===== config.mk =====
export PLATFORM = sky130hd
export DESIGN_NAME = uart_rx
export DESIGN_NICKNAME = d
export VERILOG_FILES = /design/src/rtl/uart_rx.sv
export SDC_FILE = /design/constraint.sdc
export NUM_CORES = 1
export LEC_CHECK = 0
export ABC_CLOCK_PERIOD_IN_PS = 3350
export CORE_ASPECT_RATIO = 0.6
export CORE_MARGIN = 2
export CORE_UTILIZATION = 58
export CTS_CLUSTER_DIAMETER = 80
export CTS_CLUSTER_SIZE = 8
export DETAILED_ROUTE_END_ITERATION = 10
export PLACE_DENSITY_LB_ADDON = 0.08
export SYNTH_ARGS = -nofsm -noshare
export SYNTH_HDL_FRONTEND = slang
export SYNTH_SLANG_ARGS = --single-unit

===== constraint.sdc =====
create_clock -name clk -period 3.35 [get_ports clk]
set_input_delay 0.335 -clock clk [delete_from_list [all_inputs] [get_ports clk]]
set_output_delay 0.335 -clock clk [all_outputs]
set_load 0.1 [all_outputs]

===== src/rtl/uart_rx.sv =====
// 8N1 UART receiver: 2-flop synchroniser, mid-bit sampling FSM, one-cycle
// valid / frame_err / overrun strobes feeding the downstream byte FIFO.
module uart_rx #(
  parameter int CLK_FREQ     = 12000000,
  parameter int BAUD         = 115200,
  parameter int CLKS_PER_BIT = CLK_FREQ / BAUD
) (
  input  logic       clk,
  input  logic       rst,
  input  logic       rx,
  input  logic       fifo_full,
  output logic [7:0] data_out,
  output logic       valid,
  output logic       frame_err,
  output logic       overrun,
  output logic       busy
);

  localparam int CW = $clog2(CLKS_PER_BIT);
  localparam logic [CW-1:0] CNT_MID = CW'(CLKS_PER_BIT / 2 - 1);
  localparam logic [CW-1:0] CNT_END = CW'(CLKS_PER_BIT - 1);

  typedef enum logic [2:0] {IDLE, START, DATA, STOP, BREAK} state_t;

  state_t        state, state_nxt;
  logic          rx_m, rx_s;
  logic [CW-1:0] cnt;
  logic [2:0]    bitcnt;
  logic [7:0]    shreg;
  logic          valid_nxt, frame_err_nxt, overrun_nxt;
  logic          stop_sample;

  // Synchroniser flops reset high so a reset never looks like a start edge.
  // NOTE: sequential state uses non-blocking (<=) so every flop samples pre-edge values.
  always_ff @(posedge clk or posedge rst) begin
    if (rst) begin
      rx_m <= 1'b1;
      rx_s <= 1'b1;
    end else begin
      rx_m <= rx;
      rx_s <= rx_m;
    end
  end

  always_ff @(posedge clk or posedge rst) begin
    if (rst) state <= IDLE;
    else     state <= state_nxt;
  end

  // NOTE: default every comb output first; a missing branch would otherwise infer a latch.
  always_comb begin
    state_nxt = state;
    case (state)
      IDLE:  if (!rx_s) state_nxt = START;
      START: if (cnt == CNT_MID) state_nxt = rx_s ? IDLE : DATA;
      DATA:  if (cnt == CNT_END && bitcnt == 3'd7) state_nxt = STOP;
      STOP:  if (cnt == CNT_END) state_nxt = rx_s ? IDLE : BREAK;
      BREAK: if (rx_s) state_nxt = IDLE;
      default: state_nxt = IDLE;
    endcase
  end

  // fifo_full only matters on the single stop-bit sample cycle.
  assign stop_sample = (state == STOP) && (cnt == CNT_END);

  always_comb begin
    valid_nxt     = stop_sample &&  rx_s && !fifo_full;
    overrun_nxt   = stop_sample &&  rx_s &&  fifo_full;
    frame_err_nxt = stop_sample && !rx_s;
  end

  assign busy = (state != IDLE);

  always_ff @(posedge clk or posedge rst) begin
    if (rst) begin
      cnt       <= '0;
      bitcnt    <= 3'd0;
      shreg     <= 8'h00;
      data_out  <= 8'h00;
      valid     <= 1'b0;
      frame_err <= 1'b0;
      overrun   <= 1'b0;
    end else begin
      // Counter wraps each bit period so DATA can sample consecutive bits.
      if (state_nxt != state || cnt == CNT_END) cnt <= '0;
      else                                      cnt <= cnt + 1'b1;

      if (state != DATA)       bitcnt <= 3'd0;
      else if (cnt == CNT_END) bitcnt <= bitcnt + 3'd1;

      if (state == DATA && cnt == CNT_END) shreg <= {rx_s, shreg[7:1]};

      if (valid_nxt) data_out <= shreg;
      valid     <= valid_nxt;
      frame_err <= frame_err_nxt;
      overrun   <= overrun_nxt;
    end
  end

endmodule


# Word level (Yosys, flattened, before mapping)
# Index checks and enable logic that the tools add are counted.
# Widths: inputs -> output; s select.
word_totals:
  register_bits: 34
  in_bits: 4
  wordCells: 45
classes:
  n_addsub: 2
  eq_ne: 9
  n_mux: 11
  reduce_logical: 13
op_table:
  columns: ["operator", "n"]
  rows:
  - ["$mux 3", 8]
  - ["$pmux 3 s5", 1]
  - ["$add 7x1->7 const B", 1]
  - ["$eq 7x6->1 const B", 1]
  - ["$eq 7x7->1 const B", 1]
  - ["$logic_and 1x1->1", 7]
  - ["$mux 7", 1]
  - ["$eq 3x2->1 const B", 2]
  - ["$eq 3x3->1 const B", 2]
  - ["$add 3x1->3 const B", 1]
  - ["$eq 3x1->1 const B", 1]
  - ["$logic_not 3->1", 1]
  - ["$ne 3x2->1 const B", 1]
  - ["$ne 3x3->1", 1]
  - ["$reduce_bool 3->1", 1]
  - ["$logic_not 1->1", 2]
  - ["$mux 2", 1]
  - ["$reduce_bool 2->1", 1]
  - ["$logic_or 1x1->1", 1]

# Logic depth before layout (Yosys ltp)
depth:
  depth_word: 7
  depth_mapped: 4
  mapped_depth_nobuf: 4

# Worst setup path before layout
# Ideal clock, no wire load.
synth_path:
  path_kind: "register -> register"
  startpoint: "reg cnt[4]"
  endpoint: "reg data_out[0]"
  arrival_time_ps: 1646
  t_required_ps: 3225
  slack_ps: 1578
  stages_incl_launch_ff: 4
  period_less_slack_ps: 1772
  cell_sequence: "dfrtp_1 nand3b_1 nor4_4 mux2_2"
synth_via:
  elab_chain_cells: 4
synth_rtl:
  columns: ["item", "line_no", "text"]
  rows:
  - ["from (decl)", "27", "logic [CW-1:0] cnt;"]
  - ["from (signal assigned)", "86", "else cnt <= cnt + 1'b1;"]
  - ["$eq 7x7->1", "64", "assign stop_sample = (state == STOP) && (cnt == CNT_END);"]
  - ["$logic_and 1x1->1", "64", null]
  - ["$logic_and 1x1->1 (2 in series)", "67", "valid_nxt = stop_sample && rx_s && !fifo_full;"]
  - ["to (signal assigned)", "93", "if (valid_nxt) data_out <= shreg;"]
  - ["to (decl)", "12", "output logic [7:0] data_out,"]
# Every way passes these cells.
# A chain may end at the register's enable or synchronous reset.

# Final worst setup path
layout_path:
  startpoint: "reg state[0]"
  endpoint: "out busy"
layout_via:
  elab_chain_cells: 1
layout_rtl:
  columns: ["item", "line_no", "text"]
  rows:
  - ["from (decl)", "25", "state_t state, state_nxt;"]
  - ["from (signal assigned)", "47", "else state <= state_nxt;"]
  - ["$reduce_bool 3->1", "72", "assign busy = (state != IDLE);"]
  - ["to (decl)", "16", "output logic busy"]
# Every way passes these cells.

==> metrics.txt <==
status=completed; Fin. Hold Viols=0; Post-DP Area=1670 um2; hold path depth=0; WP data arrival=2.08 ns; Seq pwr share=57.0%; sw power=0.144 mW; Leak=0.809 nW; final WL=2510 um; Seq/Total Area, Yosys=57.7%; Synth top area share=54.2%; area grow syn2layout=19.1%; fin crit period=2.41 ns; hold_sp=rx_m; routed len/inst=14.8 um; critical path class=flop to output pin; Post-route DRC=0; RSZ-0062 raised after global routing=false; Diodes inserted=0; Synth cell types=31; Layout fillers=170; die width=69.2 um; HPWL Detailed=1730 um; worst hold path class=flop to flop; nets=144; Final Non-Filler Cells=170; cts repair resizes=0; Post-Syn Instances=115; Cells after DPL=162; Fin Hold WS=0.361 ns; Worst-path clk slew=0.07 ns; Total GRT Usage=19.7%; Core Footprint=2470 um2; Multi-input gate area=613 um2; CTS buffer count=5; CP Launch Type=flop; Rows=14; Storage cell area=853 um2; FF-to-FF Start=cnt[4]; ratio of cells with drive above 1 in the final layout=20.3%; setup TNS=0 ns; setup violators final=0; maximum vdd ir drop=0.308 mV; Routed Antenna Nets=0; initial antenna violation count=0; largest net degree at the start of global routing=35; Design Area, Final=1760 um2; Max Slew Vio Count=0; postcts setup bufs=0; fin crit share=72.0%; Routability Congestion=0.798; Synthesis Warnings=0; CTS sink cnt=34; hold_buf cts=0; Starting Density=59.8%; Net Sw Frac=19.8%; top cells by area, synth=dfrtp_1 54%, mux2_2 12%, dfstp_2 3.6%; PwrDens=413 nW/um2; Synth area leader=dfrtp_1; Post-synth EDFFs=0; Fmax achieved=415 MHz; overall power=0.727 mW; Clock Latency Late Sink=0.27 ns; critical path required time=3.01 ns; Initial DRC Count=102; Comb pwr share=1.8%; Max clock buf depth=2; ys flop type=dfrtp_1; Int Power=0.583 mW; commonest cells in the netlist=32 x dfrtp_1, 16 x mux2_2, 7 x o21ai_0; Clock Skew=0.00606 ns; most frequent cell after synthesis=dfrtp_1; max_cap viols=0; critical path peak fanout=8; Post-Syn Area=1480 um2; vias in the first global route=989; actual slew at the worst max-slew pin=0.965 ns; I/O pin cnt=16; synthesized area per cell=12.8 um2; CP Launch Point=state[0]; syn nets=122; gr ovfl total=0; Port Buffer Count=15; FFs w/ async S/R, synth=100%; clock share of power=41.1%; Vias/cell=5.76; Yosys reg bits=34; clock root buffer=clkbuf_8; area of the die=2980 um2; Rel. slew slack=35.5%; TritonCTS clock tree=done; first-pass GRT wire length=4440 um; Die Ht=43.1 um; # H-tree levels=2; kind of end point of the critical path=output pin; Worst R2R Path Depth=3; via count=979; First-pass DRT Iterations=5
[metrics by stage]
stage	worst slack (ns)	util (%)
3_3_place_gp	1.26	67.5
4_1_cts	0.936	71.2
6_report	0.940	71.2
3_5_place_dp	1.23	67.5
2_1_floorplan	1.58	-
5_1_grt	0.890	71.2
[sequential cells by signal (all words and copies together) (netlist names)]
signal and count:
rx_m 1, data_out 8, valid 1, rx_s 1, bitcnt 3, state 3
cnt 7, frame_err 1, overrun 1, shreg 8
[critical path: stages, from the launching register on]
cell             delay [ns]
dfrtp_1                0.45
or3_1                  0.38
clkdlybuf4s50_1        0.97
[worst paths after layout]
check                              end  slack, ns
max                               busy       0.94
min                               rx_s       0.36
max reg2reg                data_out[4]       1.23
min reg2reg                       rx_s       0.36
max in group asynchronous         rx_m       2.57
min in group asynchronous  data_out[3]       0.45
[routing by layer]
metal / vias to the layer above / part of all wire (%) / GRT usage [%]
met5: - / 0 / 0
met4: 0 / 0.40 / 9.02
met3: 2 / 9.4 / 6.18
met2: 39 / 41 / 26.5
met1: 466 / 49 / 29.0
li1: 472 / - / -
[layout by cell type (no fill, tap or decap)]
cell / synthesis / routed
nor4b_1: 1 / 1
clkinv_2: 0 / 1
a21oi_1: 5 / 5
inv_1: 1 / 1
a211oi_1: 2 / 2
nor4_1: 2 / 2
o31a_1: 1 / 1
nor3_4: 1 / 1
o21ai_0: 7 / 7
dfrtp_1: 32 / 32
xnor2_1: 1 / 1
a211o_1: 1 / 1
nand4b_1: 1 / 1
mux2_2: 16 / 16
nand2_1: 4 / 4
or3_1: 5 / 5
buf_4: 1 / 1
and3b_1: 2 / 2
nor2_1: 6 / 6
nor2b_1: 1 / 1
nor4_4: 1 / 1
nand3_1: 5 / 5
or3b_1: 1 / 1
nor3b_1: 1 / 1
nand2b_1: 2 / 2
a221o_1: 1 / 1
dfstp_2: 2 / 2
and4b_1: 2 / 2
clkbuf_8: 0 / 6
ha_1: 3 / 3
nor3_1: 2 / 2
clkbuf_1: 0 / 1
clkdlybuf4s50_1: 0 / 15
xor2_1: 2 / 2
nand3b_1: 3 / 3
[cell families (layout without fill, tap and decap cells)]
| group | after synthesis | count (layout) | synth area share (%) |
|---|---|---|---|
| muxes | 16 | 16 | 12.2 |
| AOI/OAI and AO/OA | 17 | 17 | 6.94 |
| DFF | 34 | 34 | 57.7 |
| adders and majority gates | 3 | 3 | 2.54 |
| and+or+nand+nor | 40 | 40 | 18.0 |
| xor gates and xnor gates | 3 | 3 | 1.78 |
| buffers and inverters | 2 | 25 | 0.762 |
[power groups by stage]
stage | registers [mW] | logic, mW | clock network, mW
finish | 0.415 | 0.0134 | 0.299
global route | 0.414 | 0.0157 | 0.329
CTS | 0.414 | 0.0142 | 0.311
detailed placement | 0.422 | 0.0142 | 0
global placement | 0.422 | 0.0140 | 0
floorplan | 0.421 | 0.00738 | 0
[layout make-up]
cell class	instances	share of cell area, %
Clock buffer	7	4.91
Inverter	1	0.213
Clock inverter	1	0.284
Multi-Input combinational cell	79	34.9
Timing Repair Buffer	16	8.96
Tap cell	32	2.28
Sequential cell	34	48.5
(Power assumes the default switching activity.)
